File: config.mk
export PLATFORM = sky130hd
export DESIGN_NAME = ifetch_unit_flat
export DESIGN_NICKNAME = d
export VERILOG_FILES = /design/src/rtl/ifetch_unit_if.sv /design/src/rtl/ifetch_unit.sv /design/src/flat_wrapper.sv
export SDC_FILE = /design/constraint.sdc
export NUM_CORES = 1
export LEC_CHECK = 0
export ABC_AREA = 1
export CAP_MARGIN = 20
export CORE_ASPECT_RATIO = 1.5
export CORE_MARGIN = 5
export CORE_UTILIZATION = 44
export CTS_CLUSTER_DIAMETER = 120
export DETAILED_ROUTE_END_ITERATION = 8
export PLACE_DENSITY = 0.84
export RECOVER_POWER = 50
export SLEW_MARGIN = 20
export SYNTH_ARGS = -nofsm -noshare
export SYNTH_HDL_FRONTEND = slang
export SYNTH_SLANG_ARGS = --single-unit
File: constraint.sdc
create_clock -name clk -period 3.7 [get_ports clk]
set_input_delay 0.37 -clock clk [delete_from_list [all_inputs] [get_ports clk]]
set_output_delay 0.37 -clock clk [all_outputs]
set_load 0.01 [all_outputs]
File: src/rtl/ifetch_unit_if.sv
// rtl/ifetch_unit_if.sv - instruction memory and IF/ID handshake bundle for ifetch_unit
interface ifetch_unit_if #(
    parameter int XLEN = 32,
    parameter int ILEN = 32
);
    logic            imem_req;
    logic [XLEN-1:0] imem_addr;
    logic            imem_gnt;
    logic            imem_rvalid;
    logic [ILEN-1:0] imem_rdata;

    logic            instr_valid;
    logic            instr_ready;
    logic [ILEN-1:0] instr;
    logic [XLEN-1:0] instr_pc;

    modport master (
        output imem_req,
        output imem_addr,
        input  imem_gnt,
        input  imem_rvalid,
        input  imem_rdata,
        output instr_valid,
        input  instr_ready,
        output instr,
        output instr_pc
    );

    modport slave (
        input  imem_req,
        input  imem_addr,
        output imem_gnt,
        output imem_rvalid,
        output imem_rdata,
        input  instr_valid,
        output instr_ready,
        input  instr,
        input  instr_pc
    );
endinterface

File: src/rtl/ifetch_unit.sv
// rtl/ifetch_unit.sv - single-outstanding instruction fetch sequencer between PC register and imem
module ifetch_unit #(
    parameter int XLEN = 32,
    parameter int ILEN = 32
) (
    input  logic            clk,
    input  logic            reset,
    input  logic [XLEN-1:0] pc_i,
    output logic            pc_en_o,
    input  logic            flush_i,
    ifetch_unit_if.master   bus
);

    typedef enum logic [2:0] {
        S_IDLE = 3'd0,
        S_REQ  = 3'd1,
        S_WAIT = 3'd2,
        S_HOLD = 3'd3,
        S_DROP = 3'd4
    } state_e;

    state_e          state_q, state_d;
    logic [XLEN-1:0] addr_q, addr_d;
    logic [XLEN-1:0] instr_pc_q, instr_pc_d;
    logic [ILEN-1:0] instr_q, instr_d;
    logic            instr_valid_q, instr_valid_d;

    logic            req_accept;
    logic            resp_take;

    // A grant only counts as a real fetch when no redirect lands in the same cycle.
    assign req_accept = (state_q == S_REQ) && bus.imem_gnt && !flush_i;
    assign resp_take  = (state_q == S_WAIT) && bus.imem_rvalid && !flush_i;

    always_ff @(posedge clk or posedge reset) begin
        if (reset) begin
            state_q <= S_IDLE;
        end else begin
            state_q <= state_d;
        end
    end

    always_comb begin
        state_d = state_q;
        case (state_q)
            S_IDLE: state_d = S_REQ;
            S_REQ: begin
                if (bus.imem_gnt) begin
                    state_d = flush_i ? S_DROP : S_WAIT;
                end
            end
            S_WAIT: begin
                if (bus.imem_rvalid) begin
                    state_d = flush_i ? S_REQ : S_HOLD;
                end else if (flush_i) begin
                    state_d = S_DROP;
                end
            end
            S_HOLD: begin
                if (bus.instr_ready || flush_i) begin
                    state_d = S_REQ;
                end
            end
            S_DROP: begin
                if (bus.imem_rvalid) begin
                    state_d = S_REQ;
                end
            end
            default: state_d = S_IDLE;
        endcase
    end

    always_comb begin
        bus.imem_req  = 1'b0;
        bus.imem_addr = '0;
        pc_en_o       = 1'b0;
        if (state_q == S_REQ) begin
            bus.imem_req  = 1'b1;
            bus.imem_addr = pc_i;
            pc_en_o       = req_accept;
        end
    end

    always_comb begin
        addr_d        = addr_q;
        instr_d       = instr_q;
        instr_pc_d    = instr_pc_q;
        instr_valid_d = instr_valid_q;
        if (req_accept) begin
            addr_d = pc_i;
        end
        if (resp_take) begin
            instr_d       = bus.imem_rdata;
            instr_pc_d    = addr_q;
            instr_valid_d = 1'b1;
        end
        // Flush wins over acceptance; either one retires the held word.
        if ((state_q == S_HOLD) && (bus.instr_ready || flush_i)) begin
            instr_valid_d = 1'b0;
        end
    end

    always_ff @(posedge clk or posedge reset) begin
        if (reset) begin
            addr_q        <= '0;
            instr_q       <= '0;
            instr_pc_q    <= '0;
            instr_valid_q <= 1'b0;
        end else begin
            addr_q        <= addr_d;
            instr_q       <= instr_d;
            instr_pc_q    <= instr_pc_d;
            instr_valid_q <= instr_valid_d;
        end
    end

    assign bus.instr_valid = instr_valid_q;
    assign bus.instr       = instr_q;
    assign bus.instr_pc    = instr_pc_q;

endmodule

File: src/flat_wrapper.sv
// flat-port wrapper written by rule: the top's interface ports become plain ports
module ifetch_unit_flat 
#(
    parameter int XLEN = 32,
    parameter int ILEN = 32
)
  (clk, reset, pc_i, pc_en_o, flush_i, bus_imem_req, bus_imem_addr, bus_imem_gnt, bus_imem_rvalid, bus_imem_rdata, bus_instr_valid, bus_instr_ready, bus_instr, bus_instr_pc);
  ifetch_unit_if #(.XLEN(XLEN), .ILEN(ILEN)) bus_i ();
  input  logic clk;
  input  logic reset;
  input  logic [XLEN-1:0] pc_i;
  output logic pc_en_o;
  input  logic flush_i;
  output wire logic [$bits(bus_i.imem_req)-1:0] bus_imem_req;
  output wire logic [$bits(bus_i.imem_addr)-1:0] bus_imem_addr;
  input wire logic [$bits(bus_i.imem_gnt)-1:0] bus_imem_gnt;
  input wire logic [$bits(bus_i.imem_rvalid)-1:0] bus_imem_rvalid;
  input wire logic [$bits(bus_i.imem_rdata)-1:0] bus_imem_rdata;
  output wire logic [$bits(bus_i.instr_valid)-1:0] bus_instr_valid;
  input wire logic [$bits(bus_i.instr_ready)-1:0] bus_instr_ready;
  output wire logic [$bits(bus_i.instr)-1:0] bus_instr;
  output wire logic [$bits(bus_i.instr_pc)-1:0] bus_instr_pc;
  assign bus_imem_req = bus_i.imem_req;
  assign bus_imem_addr = bus_i.imem_addr;
  assign bus_i.imem_gnt = bus_imem_gnt;
  assign bus_i.imem_rvalid = bus_imem_rvalid;
  assign bus_i.imem_rdata = bus_imem_rdata;
  assign bus_instr_valid = bus_i.instr_valid;
  assign bus_i.instr_ready = bus_instr_ready;
  assign bus_instr = bus_i.instr;
  assign bus_instr_pc = bus_i.instr_pc;
  ifetch_unit #(.XLEN(XLEN), .ILEN(ILEN)) u_core (.clk(clk), .reset(reset), .pc_i(pc_i), .pc_en_o(pc_en_o), .flush_i(flush_i), .bus(bus_i));
endmodule
## Word-level counts from Yosys, hierarchy flattened

Cells that the tools add are included.

| word-level totals | value |
|---|---|
| register bits | 100 |
| RAM bits | 0 |
| word-level logic and storage cells | 36 |
| memories kept | 0 |
| latch bits | 0 |
| ROM bits | 0 |

| cells by class | value |
|---|---|
| divide/modulo/power cells | 0 |
| bitwise operators | 0 |
| $lt $le $gt $ge | 0 |
| $mul | 0 |
| reductions and logical operators | 10 |
| add/subtract/negate cells | 0 |
| equality and inequality tests | 8 |
| mux-type cells | 13 |
| shifts and indexed selects | 0 |

Operators by type and width:

| operator | number |
|---|---|
| $mux 32 | 1 |
| $mux 3 | 6 |
| $pmux 3 s5 | 1 |
| $eq 3x2->1 const B | 2 |
| $logic_and 1x1->1 | 5 |
| $mux 1 | 4 |
| $ne 2x2->1 const B | 2 |
| $reduce_and 4->1 | 1 |
| $eq 3x1->1 const B | 1 |
| $eq 3x3->1 const B | 1 |
| $logic_not 3->1 | 1 |
| $ne 3x3->1 const B | 1 |
| $mux 2 | 1 |
| $ne 2x1->1 const B | 1 |
| $reduce_bool 2->1 | 1 |
| $logic_not 1->1 | 1 |
| $logic_or 1x1->1 | 1 |

## Depth between registers and ports, before layout

| logic depth | value |
|---|---|
| depth in word-level cells | 5 |
| gate-level depth with buffers | 8 |
| mapped depth without buffers | 7 |

## Least setup slack after synthesis

OpenSTA, ideal clock, no wires.

| timing path | value |
|---|---|
| path type | flip-flop to output port |
| from | register u_core.state_q[2] |
| to | output port pc_en_o |
| slack | 2.192 ns |
| arrival time | 1.138 ns |
| path buffers | 1 |
| stages on the path, launching flop included | 7 |
| path through | dfrtp_1 > inv_2 > nand3_4 > inv_2 > nand3_2 > clkbuf_2 > inv_1 |

| on the way | value |
|---|---|
| cells in the longest elaborated chain, start to end | 4 |

Ends and longest elaborated chain:

| what | line | text |
|---|---|---|
| from (decl) | ifetch_unit.sv:22 | `state_e state_q, state_d;` |
| from (signal assigned) | ifetch_unit.sv:39 | `state_q <= state_d;` |
| $eq 3x1->1 (*) | ifetch_unit.sv:32, ifetch_unit.sv:77 |  |
| $logic_and 1x1->1 (2 in series) | ifetch_unit.sv:32 | `assign req_accept = (state_q == S_REQ) && bus.imem_gnt && !flush_i;` |
| $mux 1 (*) | ifetch_unit.sv:77 | `if (state_q == S_REQ) begin` |
| to (decl) | flat_wrapper.sv:12 | `output logic pc_en_o;` |

Every way passes the cells marked *; elsewhere a longest branch is shown, timed or not.

## Worst setup path after layout

Ends and elaborated chain as after synthesis.

==> impl_metrics.ini <==
[place]
routabilityCongestion = 0.7774
detailedPlacementHpwl_um = 7332
dp_slack_ns = 1.216
numPlacedInstances = 750
io_buffers = 168

[global_route]
grt_first_pass_wirelength_um = 16710
antenna_found_initial = 0
grt_max_degree = 86
grt-ovfl-total = 0
number_of_global_route_vias_before_repair = 3591
globalRouteTotalUtil_pct = 16.82

[drt]
route.vias.total = 3485
avgViaCountPerCell = 4.556
post_drt_wl_per_cell_um = 12.99
finalWirelength_um = 9940
drc = 0
drt_iter0_markers = 173
drtAntennaViolNets = 0
detail_route.first_pass.iterations = 5

[min_path]
min_delay_path_depth = 2
hold_path.class = flip-flop to flip-flop
holdCritStartpoint = u_core.addr_q[27]$_DFFE_PP0P_
hold-path-endpoint = u_core.addr_q[27]$_DFFE_PP0P_

[sta]
layout_setup_ws_ns = 1.175
setup-violations-final = 0
totalNegativeSetupSlack_ns = 0
tightestPinTransition_ns = 1.737
final_max_slew_viol_count = 86
finalHoldViolCount = 0
clock_skew_ns = 0.005346
max_freq_ghz = 0.3960
finalWorstPathRequiredPeriod_ns = 2.525
period_share_pct = 68.25
worst_slew_margin_rel_pct = -16.05
rsz0062_at_grt = no

[floorplanning]
dieHeight_um = 131.6
floorplan.rows = 44
fp.dieW_um = 91.05
initial_core_util_pct = 44.74
num_io_pins = 169
floorplan.die_area_um2 = 11980
core_um2 = 9689

[critical_path]
cp.required_ns = 3.33
startpoint_class = flip-flop
crit_type = flip-flop to primary output
r2r_setup_slack_ns = 1.57
crit_family = buffers and inverters
cp.arrival_ns = 2.16
total_buffers_and_inverters_traversed_by_the_critical_path = 4
worstPathMaxFanout = 35
cell_breakdown_of_the_critical_path = inv_2 -> nand3_4 -> inv_2 -> nand3_4 -> inv_1 -> clkdlybuf4s50_1
crit_slowest_cell = clkdlybuf4s50_1
timing.rr.start = u_core.state_q[2]$_DFFE_PP0P_
timing.reg2reg.worst_path_depth = 7
slowest_delay_ns = 0.56
worst_setup_path_end_kind = primary output
worstReg2RegEnd = u_core.addr_q[26]$_DFFE_PP0P_

[power]
power_per_cell_area_nw_per_um2 = 806.2
static_leakage_nw = 3.223
irDropWorstVdd_v = 0.0004561

[synth]
post_synth_main_area_contributors = dfrtp_1, inv_1, nand2_1
post_syn_area_per_cell_um2 = 8.884
yosys-mux-area-fraction_pct = 0
synthXorXnorAreaFrac_pct = 0
yosys.area.top_type_share_pct = 57.72
synth_area_in_simple_gates_pct = 14.83
synth_sequential_area_ratio_pct = 57.72
synth-compound-area-share_pct = 14.57
synth_top_family_by_area = simple AND/OR/NAND/NOR gates
async_flop_share_pct = 100.0
synth-warning-count = 0
synthDistinctLibCells = 21
synth_nets = 558
yosys_register_bits = 100
synth_commonest_cells = inv_1, dfrtp_1, nand2_1, o21ai_1, nor2_1
synth_adder_area_share_pct = 0
synthMostInstantiatedCell = inv_1
netlist_instances = 488
largest_area_contributor_in_the_netlist = dfrtp_1
mappedNetlistArea_um2 = 4335
count_of_flip_flops_with_a_built_in_enable_after_synthesis = 0
postSynth.topFlopCell = dfrtp_1

[status]
violations_in_the_final_reports = max-capacitance violations, max-slew violations
status = finished, violations left

[layout]
nFillCells = 796
layout-drive-gt1-share_pct = 9.692
nNetsFinal = 716
post_layout_nonfiller_instances = 765
antenna-diode-count = 0
end_of_flow_core_utilization_pct = 65.83
area_growth_pct = 47.13

[clocking]
cts_setup_buffers = 0
cts_inserted_buffers = 9
max-clock-path-buffers = 2
insertion_delay_ns = 0.33
root_buffer = clkbuf_16
clock_sink_count = 100
worst_setup_hold_path_clk_slew_ns = 0.06
clock_tree_from_tritoncts = built
cts-htree-levels = 3
cts_resized = 0
cts.hold.buffers_added = 0

[flow_run]
cap_viol_max_count = 1
[layer usage]
layer  global-route usage, %  wire length (µm)  vias up  share of wire, %
li1                        -                 -     1783                 -
met1                   19.37              4049     1564                41
met2                   28.93              4942      126                50
met3                   6.350               810       12               8.1
met4                   4.894               138        0               1.4
met5                       0                 0        -                 0
[cell type report]
type	count	area (µm²)	share of cell area [%]
Sequential cell	100	2502	39.23
Inverter	106	401.6	6.297
Clock inverter	4	97.59	1.530
Tap cell	115	143.9	2.256
Multi-Input combinational cell	258	1290	20.22
Timing Repair Buffer	171	1700	26.66
Clock buffer	11	242.7	3.805
[layout by cell type, fill, tap and decap left out]
master           synthesis  routed
nand2_2                  7       7
nor2_4                   1       1
inv_1                  103     102
o21ai_1                 45      45
clkbuf_8                 0       1
dlygate4sd3_1            0      49
nor3_1                   1       1
clkdlybuf4s50_1          0     119
nor2_1                  42      42
nand2_1                 98      98
nand3_1                  4       4
o21ai_0                 22      22
nand3_4                  1       3
buf_4                    0       2
bufinv_16                0       3
clkbuf_1                 5       2
o21ai_2                 32      32
inv_2                    3       3
a21oi_1                  2       2
dfrtp_1                100     100
clkinvlp_4               0       2
a31oi_1                  1       1
clkbuf_16                0       9
[through the flow]
stage               power, mW  instance area (µm²)  hold slack (ns)
finish                  5.143                 6379           0.4823
global route            5.524                 6379           0.4978
CTS                     5.326                 6381           0.4848
detailed placement      4.252                 6041           0.4685
global placement        4.158                 6041           0.4641
floorplan               3.006                 4335           0.4550
[flip-flops by register name, summed over array words and instances (netlist names)]
signal,cells
u_core.addr_q,32
u_core.bus.instr,32
u_core.bus.instr_pc,32
u_core.state_q,3
u_core.bus.instr_valid,1
[cells by family (layout without fill, tap and decap cells)]
| family | after synthesis | count (layout) |
|---|---|---|
| buf+inv | 130 | 292 |
| flops | 100 | 100 |
| simple gates | 156 | 156 |
| compound gates | 102 | 102 |
[worst max path at each step]
stage                     slack (ns)  cells past startpoint                     startpoint                             endpoint
after floorplan                 0.71                      1                          reset         u_core.addr_q[0]$_DFFE_PP0P_
after global placement          1.28                      7                bus_imem_rvalid     u_core.bus.instr[23]$_DFFE_PP0P_
after detailed placement        1.22                      5                        flush_i     u_core.bus.instr[20]$_DFFE_PP0P_
after CTS                       1.10                      6  u_core.state_q[2]$_DFFE_PP0P_                              pc_en_o
after global routing            0.71                      3                          reset  u_core.bus.instr_pc[28]$_DFFE_PP0P_
final                           1.17                      6  u_core.state_q[2]$_DFFE_PP0P_                              pc_en_o
[worst register-to-register path, cell delays in order, from the launching register on]
cell,delay (ns)
dfrtp_1,0.50
inv_2,0.09
nand3_4,0.34
inv_2,0.11
nand3_4,0.09
buf_4,0.66
nand2_1,0.18
o21ai_2,0.09
[where the power goes]
part | internal [mW] | leakage [nW] | switching (mW)
Combinational | 1.13 | 1.77 | 1.07
Clock | 0.675 | 0.162 | 0.373
Sequential | 1.60 | 1.29 | 0.292
Power figures use the tool's default switching activity.
==> RTL edit, RTL diff (config.mk and constraints unchanged) <==
Re-encode `state_e` (5 states) as one-hot, 5 bits wide.
--- a/src/rtl/ifetch_unit.sv
+++ b/src/rtl/ifetch_unit.sv
@@ -13,8 +13,8 @@
 
-    typedef enum logic [2:0] {
-        S_IDLE = 3'd0,
-        S_REQ  = 3'd1,
-        S_WAIT = 3'd2,
-        S_HOLD = 3'd3,
-        S_DROP = 3'd4
+    typedef enum logic [4:0] {
+        S_IDLE = 5'b00001,
+        S_REQ  = 5'b00010,
+        S_WAIT = 5'b00100,
+        S_HOLD = 5'b01000,
+        S_DROP = 5'b10000
     } state_e;
Behaviour: same outputs for any inputs over 10 cycles, from zero or initial values and one cycle with reset high; not proved beyond that.
==> RTL edit against the unedited design <==
  * The run still ends with max-capacitance violations, max-slew violations left
  * Worst setup slack worse by 280 ps
  * Total power is 21% lower
  * Sequential cell count rose by 2
  * Hold slack lost 10 ps
  * Sequential power is 10% lower
  * Area after synthesis down 3.1%
  * Core utilization up 1.5 points
  * First-iteration DRC count is 9.2% higher
  * Cell area shrank 1.7%
  * Critical path depth is 2 lower
  * Routed wire length up 8.6%
  * Critical endpoint unchanged
  * Largest power group is now registers
==> RTL edit: results <==
[outcome]
outcome = "finished, violations left"
violations = "max-capacitance violations, max-slew violations"

[global_route]
grt_max_degree = 85
grt_pass1_wl_um = 17600
grt_usage_pct = 18.6
first_global_vias = 3683

[yosys]
seq_area_frac_synth_pct = 60.8
netlist_top_cells_area = "dfrtp_1 60%, nand2_1 20%, inv_1 5.4%, nor2_1 3.9%, o21ai_0 3.6%"
synth_compound_area_share_pct = 4.76
synth_fp_nets = 580

[pwr]
p_leak_nw = 3.34
pwr-share-seq_pct = 41.9
clock_power_share_pct = 24.6
switching_share_pct = 31.1

[layout]
multi_input_area_share_pct = 20.9
signal_buffers = 172
drive_above_1_share_pct = 4.29
nNetsFinal = 741
ff_latch_area_um2 = 2550
area_growth_pct = 49.2
fillCellCount = 708
num-clock-buffers = 10
clock_cell_area_share_pct = 5.17

[timing]
worst_slew_pin_slew_ps = 1600
maxSlewViolCount = 40
whs_ps = 472
skew_ps = 4.48

[detailed_routing]
drt_pre_antenna_iters = 7
post_drt_wl_per_cell_um = 13.7
viasPerCell = 4.70

[placed_design]
place.gp.congestion = 0.855
dp_hpwl_um = 7850
post_dp_cell_area_um2 = 5950

[min_path]
hp-start = "u_core.bus.instr[13]"
holdPathEnd = "u_core.bus.instr[13]"

[setup_path]
reg2reg_setup_slack_ps = 1260
rr_endpoint = "u_core.addr_q[27]"
r2r-start = "u_core.state_q[3]"
crit_arrival_ps = 2440

[flow_run]
max_cap_violations = 1

[floorplan]
dieWidth_um = 89.8
-- RTL edit: changes by cell type after synthesis, sizes merged --
| cell | unedited run | this run |
|---|---|---|
| a21oi | 2 | 0 |
| a31oi | 1 | 0 |
| buf | 18 | 16 |
| dfrtp | 100 | 101 |
| dfstp | 0 | 1 |
| inv | 106 | 63 |
| nand2 | 105 | 224 |
| nand3 | 7 | 6 |
| nand4 | 0 | 5 |
| nor2 | 43 | 47 |
| o21ai | 99 | 40 |
-- RTL edit: through the flow --
stage | power (mW) | std cells | worst slack [ps]
floorplan | 2.33 | 510 | 656
global placement | 3.09 | 772 | 1290
detailed placement | 3.15 | 772 | 1210
CTS | 4.18 | 788 | 845
global route | 4.32 | 788 | 730
finish | 4.06 | 788 | 895
-- RTL edit: worst max-delay path: stages (launching register included) --
cell	delay [ps]
dfrtp_1	420
nor2_2	210
nand3_2	550
nor3_4	320
clkdlybuf4s50_1	590
-- RTL edit: routing by layer --
layer / routed length [um] / global-route usage, % / up-vias
met3: 660 / 4.01 / 27
li1: - / - / 1852
met1: 4190 / 22.3 / 1686
met5: 0 / 0 / -
met4: 348 / 9.61 / 0
met2: 5600 / 31.5 / 141
-- RTL edit: how the worst max path moves through the flow --
stage	from	end	slack, ps	cells past startpoint
2_1_floorplan	reset	u_core.addr_q[0]	660	1
3_3_place_gp	u_core.state_q[2]	pc_en_o	1290	4
3_5_place_dp	u_core.state_q[2]	pc_en_o	1210	4
4_1_cts	u_core.state_q[2]	pc_en_o	840	4
5_1_grt	u_core.state_q[3]	pc_en_o	730	4
6_report	u_core.state_q[3]	pc_en_o	890	4
-- RTL edit: kinds of logic after synthesis --
family / Yosys count
AO/OA/AOI/OAI: 40
buffers and inverters: 85
flip-flops: 102
AND/OR/NAND/NOR: 283
